--- src/rtl/status_flag_unit.sv ---
// Purpose : condition-flag register {z,c,n,v} with a 2-stage ALU flag-update
//           pipeline, direct flag write, and an exception save/restore slot.
// Latency : 2 clk edges from alu_valid/s_bit sample to sr; msr_we, exc_* 1 edge.
// Backpressure: none; consumer stalls conditional instructions on sr_pending.
//
// Ports:
//   clk, rst        clock, asynchronous active-high reset
//   alu_valid/s_bit ALU result present / flag update requested
//   logic_op        1: C from shifter_carry and V kept; 0: C/V from the adder
//   alu_result, alu_carry, alu_overflow, shifter_carry  ALU/shifter outputs
//   msr_we/msr_data direct flag write, packed {z,c,n,v}
//   exc_entry       save next sr into spsr
//   exc_return      restore sr from spsr and flush stage 1
//   sr, spsr        current / saved flags, packed {z,c,n,v}
//   sr_pending      an update sits in stage 1, sr is not final
//   sr_updated      one-cycle pulse after an edge that changed sr
module status_flag_unit (
  input  logic        clk,
  input  logic        rst,
  input  logic        alu_valid,
  input  logic        s_bit,
  input  logic        logic_op,
  input  logic [31:0] alu_result,
  input  logic        alu_carry,
  input  logic        alu_overflow,
  input  logic        shifter_carry,
  input  logic        msr_we,
  input  logic [3:0]  msr_data,
  input  logic        exc_entry,
  input  logic        exc_return,
  output logic [3:0]  sr,
  output logic [3:0]  spsr,
  output logic        sr_pending,
  output logic        sr_updated
);

  // stage-1 capture of the ALU outputs
  logic        s1_valid;
  logic [31:0] s1_result;
  logic        s1_alu_carry;
  logic        s1_overflow;
  logic        s1_shifter_carry;
  logic        s1_logic_op;

  logic [3:0]  commit_flags;
  logic        commit_fires;
  logic [3:0]  sr_next;
  logic [3:0]  spsr_next;
  logic        s1_valid_next;

  always_comb begin
    commit_flags    = sr;
    commit_flags[3] = (s1_result == 32'd0);
    commit_flags[2] = s1_logic_op ? s1_shifter_carry : s1_alu_carry;
    commit_flags[1] = s1_result[31];
    // logical ops keep V from the flags as they stand in the commit cycle
    commit_flags[0] = s1_logic_op ? sr[0] : s1_overflow;

    // a stage-2 commit only lands when neither higher-priority writer is active
    commit_fires = s1_valid && !msr_we && !exc_return;

    sr_next = sr;
    if (exc_return) begin
      sr_next = spsr;
    end else if (msr_we) begin
      sr_next = msr_data;
    end else if (s1_valid) begin
      sr_next = commit_flags;
    end

    // when entry and return coincide, the return wins and spsr is held
    spsr_next = spsr;
    if (exc_entry && !exc_return) begin
      spsr_next = commit_fires ? commit_flags : sr;
    end

    s1_valid_next = alu_valid && s_bit && !exc_return;
  end

  always_ff @(posedge clk or posedge rst) begin
    if (rst) begin
      s1_valid         <= 1'b0;
      s1_result        <= 32'd0;
      s1_alu_carry     <= 1'b0;
      s1_overflow      <= 1'b0;
      s1_shifter_carry <= 1'b0;
      s1_logic_op      <= 1'b0;
      sr               <= 4'b0000;
      spsr             <= 4'b0000;
      sr_updated       <= 1'b0;
    end else begin
      s1_valid <= s1_valid_next;
      // operands only load on a real flag-update request; s_bit=0 leaves them alone
      if (alu_valid && s_bit) begin
        s1_result        <= alu_result;
        s1_alu_carry     <= alu_carry;
        s1_overflow      <= alu_overflow;
        s1_shifter_carry <= shifter_carry;
        s1_logic_op      <= logic_op;
      end
      sr         <= sr_next;
      spsr       <= spsr_next;
      // same-value writes produce no pulse
      sr_updated <= (sr_next != sr);
    end
  end

  assign sr_pending = s1_valid;

endmodule

--- config.mk ---
export PLATFORM = sky130hd
export DESIGN_NAME = status_flag_unit
export DESIGN_NICKNAME = d
export VERILOG_FILES = /design/src/rtl/status_flag_unit.sv
export SDC_FILE = /design/constraint.sdc
export NUM_CORES = 1
export LEC_CHECK = 0
export CORE_MARGIN = 2
export CORE_UTILIZATION = 47
export CTS_CLUSTER_DIAMETER = 40
export DETAILED_ROUTE_END_ITERATION = 10
export PLACE_DENSITY = 0.78
export SYNTH_ARGS = -nofsm -noshare
export SYNTH_HDL_FRONTEND = slang
export SYNTH_SLANG_ARGS = --single-unit
export TNS_END_PERCENT = 10
--- constraint.sdc ---
create_clock -name clk -period 1.6 [get_ports clk]
set_input_delay 0.32 -clock clk [delete_from_list [all_inputs] [get_ports clk]]
set_output_delay 0.32 -clock clk [all_outputs]
set_load 0.02 [all_outputs]
==> results by stage, run 1 <==
STA:
- The number of setup violations in the final report is 0.
- The summed negative setup slack over all endpoints is 0 ns.
- The highest achievable clock rate is 0.651 GHz.
- The transition time of the tightest slew-check pin is 0.369 ns.
- Between clock sinks in the finished design, the worst skew comes to 0.00384 ns.
- The worst path needs 1.54 ns of the cycle, external delays included.
- The relative slew slack is 75.3%.
- Setup repair after global routing could not meet its margin everywhere.
- The count of endpoints failing hold in the final timing report was 0.
- The worst setup margin is 0.0645 ns.
- The number of max-slew violations in the final report is 0.
- In the finished design, the share of the clock period the worst path needs comes to 96.0%.

Setup path:
- The type of the worst setup path is reg -> reg.
- The highest-delay cell along the critical path is sky130_fd_sc_hd__dfrtp_1.
- The worst register-to-register path has a depth of 5.
- Among cell families on the critical path, the largest total delay comes from simple AND/OR/NAND/NOR gates.
- The arrival time at the worst endpoint is 1.69 ns.
- The worst setup path is launched from a flip-flop.
- Tracing the worst setup path back leads to its startpoint at s1_result[4].
- The required arrival time at the worst endpoint is 1.76 ns.
- The biggest cell delay along the critical path is 0.40 ns.
- The startpoint of the lowest-slack register-to-register path is s1_result[4].
- The flop-to-flop setup slack is 0.06 ns.
- The number of logic stages on the critical path including buffering is 5.
- The endpoint identified for the worst register-to-register timing path is sr_updated.
- Traced cell by cell, the critical path runs through nor4_2 > nand4_1 > o21ai_1 > o41a_1 > o2111ai_2.
- The maximum net fanout on the critical path is 3.
- The sum of buffers and inverters on the critical path is 0.
- In this run the worst setup path terminates at sr_updated.
- STA classifies the critical path endpoint as a flip-flop.

Floorplan:
- The total I/O pin count is 57.
- The core region is 4290 um^2.
- The floorplan step set the die height to 70.4 um.
- The initial core utilization is 48.3%.
- The floorplan die area is 4960 um^2.
- The number of placement rows is 24.
- The x dimension of the die is 70.4 um.

Logic synthesis:
- By area the synthesized netlist is led by sky130_fd_sc_hd__dfrtp_1, sky130_fd_sc_hd__mux2_2, sky130_fd_sc_hd__mux2i_1, sky130_fd_sc_hd__xor2_1, sky130_fd_sc_hd__nand2_1.
- The most used flip-flop cell after synthesis is sky130_fd_sc_hd__dfrtp_1.
- The distinct cell type count after synthesis is 31.
- The average instance in the mapped netlist occupies 13.1 um^2.
- The library cell with the largest summed area after synthesis is sky130_fd_sc_hd__dfrtp_1.
- In this run the cell area of the synthesized design comes to 2070 um^2.
- The share of the synthesized area in the top cell type is 55.5%.
- Counting flops with a built-in enable in the synthesized netlist gives 0.
- After synthesis, the share of flip-flops with an asynchronous set or reset is 100%.
- Sorting the synthesized cells by how often they occur yields sky130_fd_sc_hd__dfrtp_1, sky130_fd_sc_hd__mux2_2, sky130_fd_sc_hd__nand2_1.
- Among all cell types in the netlist, the one instantiated most often is sky130_fd_sc_hd__dfrtp_1.
- The number of nets in the synthesized netlist is 205.
- Of the synthesized area, sequential elements account for 55.5%.
- The Yosys step of the flow raised 0 warnings.
- The synthesized design contains 46 register bits.
- Synthesis produced a netlist whose cell count is 158.

Clock network:
- In this run, CTS created clock tree buffers numbering 5.
- No sink is reached through more buffers than the 2 on the longest clock path.
- The clock insertion delay at the later pin of the skew report is 0.29 ns.
- The depth of the CTS H-tree is 2.
- TritonCTS built the clock tree.
- The tree is rooted in a sky130_fd_sc_hd__clkbuf_8.
- After clock tree synthesis, the clock-pin slew on the worst setup and hold paths is 0.08 ns.
- CTS saw 46 sinks.

GRT:
- In the global route stage, overall resource usage came out at 19.2%.
- The number of antenna violations at the first check in global routing is 0.
- The via count of the first global-routing pass is 1,613.
- The first-pass GRT wire length is 7420 um.
- The total overflow left after global routing is 0.
- Entering global routing, the biggest net connects 38 pins.

Pwr:
- After layout, the design draws a total of 2.83 mW.
- Power spread over the standard cell area amounts to 970 nW/um^2.
- The switching portion of total power is 26.9%.
- The combinational share of power is 22.6%.
- The fraction of power consumed by the clock network is 24.9%.
- The net switching power is 0.761 mW.
- Cell internal power was estimated by the tool at 2.07 mW.
- IR analysis of the VDD net gives a maximum drop of 0.712 mV.
- The proportion of power drawn by flip-flops and latches is 52.5%.
- The leakage power total is 1.26 nW.

Routing:
- The post-detailed-route via-to-cell ratio is 5.27.
- The final route contains 1,485 vias.
- The first-pass iteration count of the detailed router is 4.
- The detail route stage leaves a number of antenna-violating nets equal to 0.
- After detailed routing, the average wire length per cell comes to 15.2 um.
- After the first detailed-routing iteration, the DRC count stood at 89.
- The number of design rule violations left after detail routing is 0.
- The total wire length is 4280 um.

Finish:
- Cells with a size suffix above 1 make up 30.9% of the layout.
- The final instance area is 2920 um^2.
- Once layout is complete, the cells apart from fillers number 282.
- The diode insertion count for antenna repair is 0.
- For this run, the post-layout net count is 276.
- The filler cells instantiated in the layout total 314.
- Relative to the synthesized area, the layout overhead comes to 40.5%.

Place:
- The total instance count after detailed placement is 274.
- The final HPWL from detailed placement is 3380 um.
- The instance area after placement is 2800 um^2.
- Buffers placed on the I/O ports in this run total 56.
- The global placement routability congestion is 0.830.
- OpenSTA, run right after detailed placement, puts the worst setup slack at -0.357 ns.

Job:
- The max-cap check violation count is 0.

Status:
- The run finished with clean final reports.

Min path:
- In this run the worst hold path is classified as in -> async.
-- layout by cell type, fill, tap and decap left out, drive strengths merged, types with 2 or more instances in the layout --
master	Yosys	final
a21oi	3	3
dfrtp	46	46
mux2i	8	8
xnor2	2	2
nand4	2	2
dlygate4sd2	0	10
mux2	37	37
nand2	12	12
clkdlybuf4s50	0	44
o21ai	7	7
inv	3	3
xor2	6	6
buf	5	14
nor3	2	2
nand2b	2	2
nor2	3	3
nor4	8	8
dlymetal6s2s	0	2
clkbuf	1	7
-- stage by stage --
stage	util [%]	hold slack [ns]
2_1_floorplan	-	0.471
3_3_place_gp	65.1	0.488
3_5_place_dp	65.1	0.496
4_1_cts	67.1	0.308
5_1_grt	67.9	0.327
6_report	67.9	0.305
-- registers in the layout (all words and copies together) (netlist names) --
signal and count:
s1_overflow 1, spsr 4, s1_shifter_carry 1, s1_result 32
sr_updated 1, sr_pending 1, sr 4, s1_logic_op 1
s1_alu_carry 1
-- power by group through the flow --
stage          sequential, mW  combinational [mW]  clock, mW
2_1_floorplan            1.52               0.316          0
3_3_place_gp             1.48               0.640          0
3_5_place_dp             1.50               0.664          0
4_1_cts                  1.48               0.642      0.725
5_1_grt                  1.51               0.698      0.788
6_report                 1.48               0.639      0.704
-- worst register-to-register path, stage by stage (launching register included) --
cell	delay, ns
sky130_fd_sc_hd__dfrtp_1	0.40
sky130_fd_sc_hd__nor4_2	0.32
sky130_fd_sc_hd__nand4_1	0.23
sky130_fd_sc_hd__o21ai_1	0.19
sky130_fd_sc_hd__o41a_1	0.17
sky130_fd_sc_hd__o2111ai_2	0.09
-- area by class of cell --
type	count	area (um^2)	share of cell area, %
multi-input combinational	103	912	31.3
clock inverter	1	5.00	0.172
tap	52	65.1	2.23
inverter	3	11.3	0.386
timing repair buffer	70	683	23.4
clock buffer	7	86.3	2.96
sequential	46	1150	39.5
-- kinds of logic (layout without fill, tap and decap cells) --
family	count (synthesis)	count (layout)	share of synthesized area, %
and+or+nand+nor	34	34	9.89
buffers and inverters	9	81	2.17
muxes	45	45	23.9
AOI/OAI and AO/OA	16	16	5.13
xor gates and xnor gates	8	8	3.38
DFF	46	46	55.5
-- worst min-delay path by stage --
| stage | end | from | slack (ns) |
|---|---|---|---|
| after floorplan | s1_alu_carry | alu_carry | 0.47 |
| after global placement | s1_result[22] | s1_result[22] | 0.49 |
| after detailed placement | spsr[2] | spsr[2] | 0.50 |
| after CTS | s1_result[24] | rst | 0.31 |
| after global routing | s1_result[24] | rst | 0.33 |
| final | s1_result[29] | rst | 0.31 |
-- per-layer routing --
metal	part of all wire, %	up-vias	GRT usage (%)	wire length, um
li1	-	705	-	-
met1	39	725	23.5	1670
met2	53	49	33.3	2280
met3	6.5	6	5.48	279
met4	1.1	0	5.13	46
met5	0	-	0	0
-- repair_timing --
action	in CTS	in global routing
pin swaps	0	6
gates resized for setup	12	8
setup endpoints to repair	10	3
hold buffers	0	0
setup buffers	0	0
(Power assumes the default switching activity.)
==> inputs of run 2 (changes only) <==
CAP_MARGIN = 20   (was not set)
==> results of run 2 <==
No change in the layout: final DEF, timing and power equal those of run 1.
==> inputs of run 3 (changes only) <==
GPL_TIMING_DRIVEN = 1   (was not set)
==> results of run 3 <==
No change in the layout: final DEF, timing and power equal those of run 1.
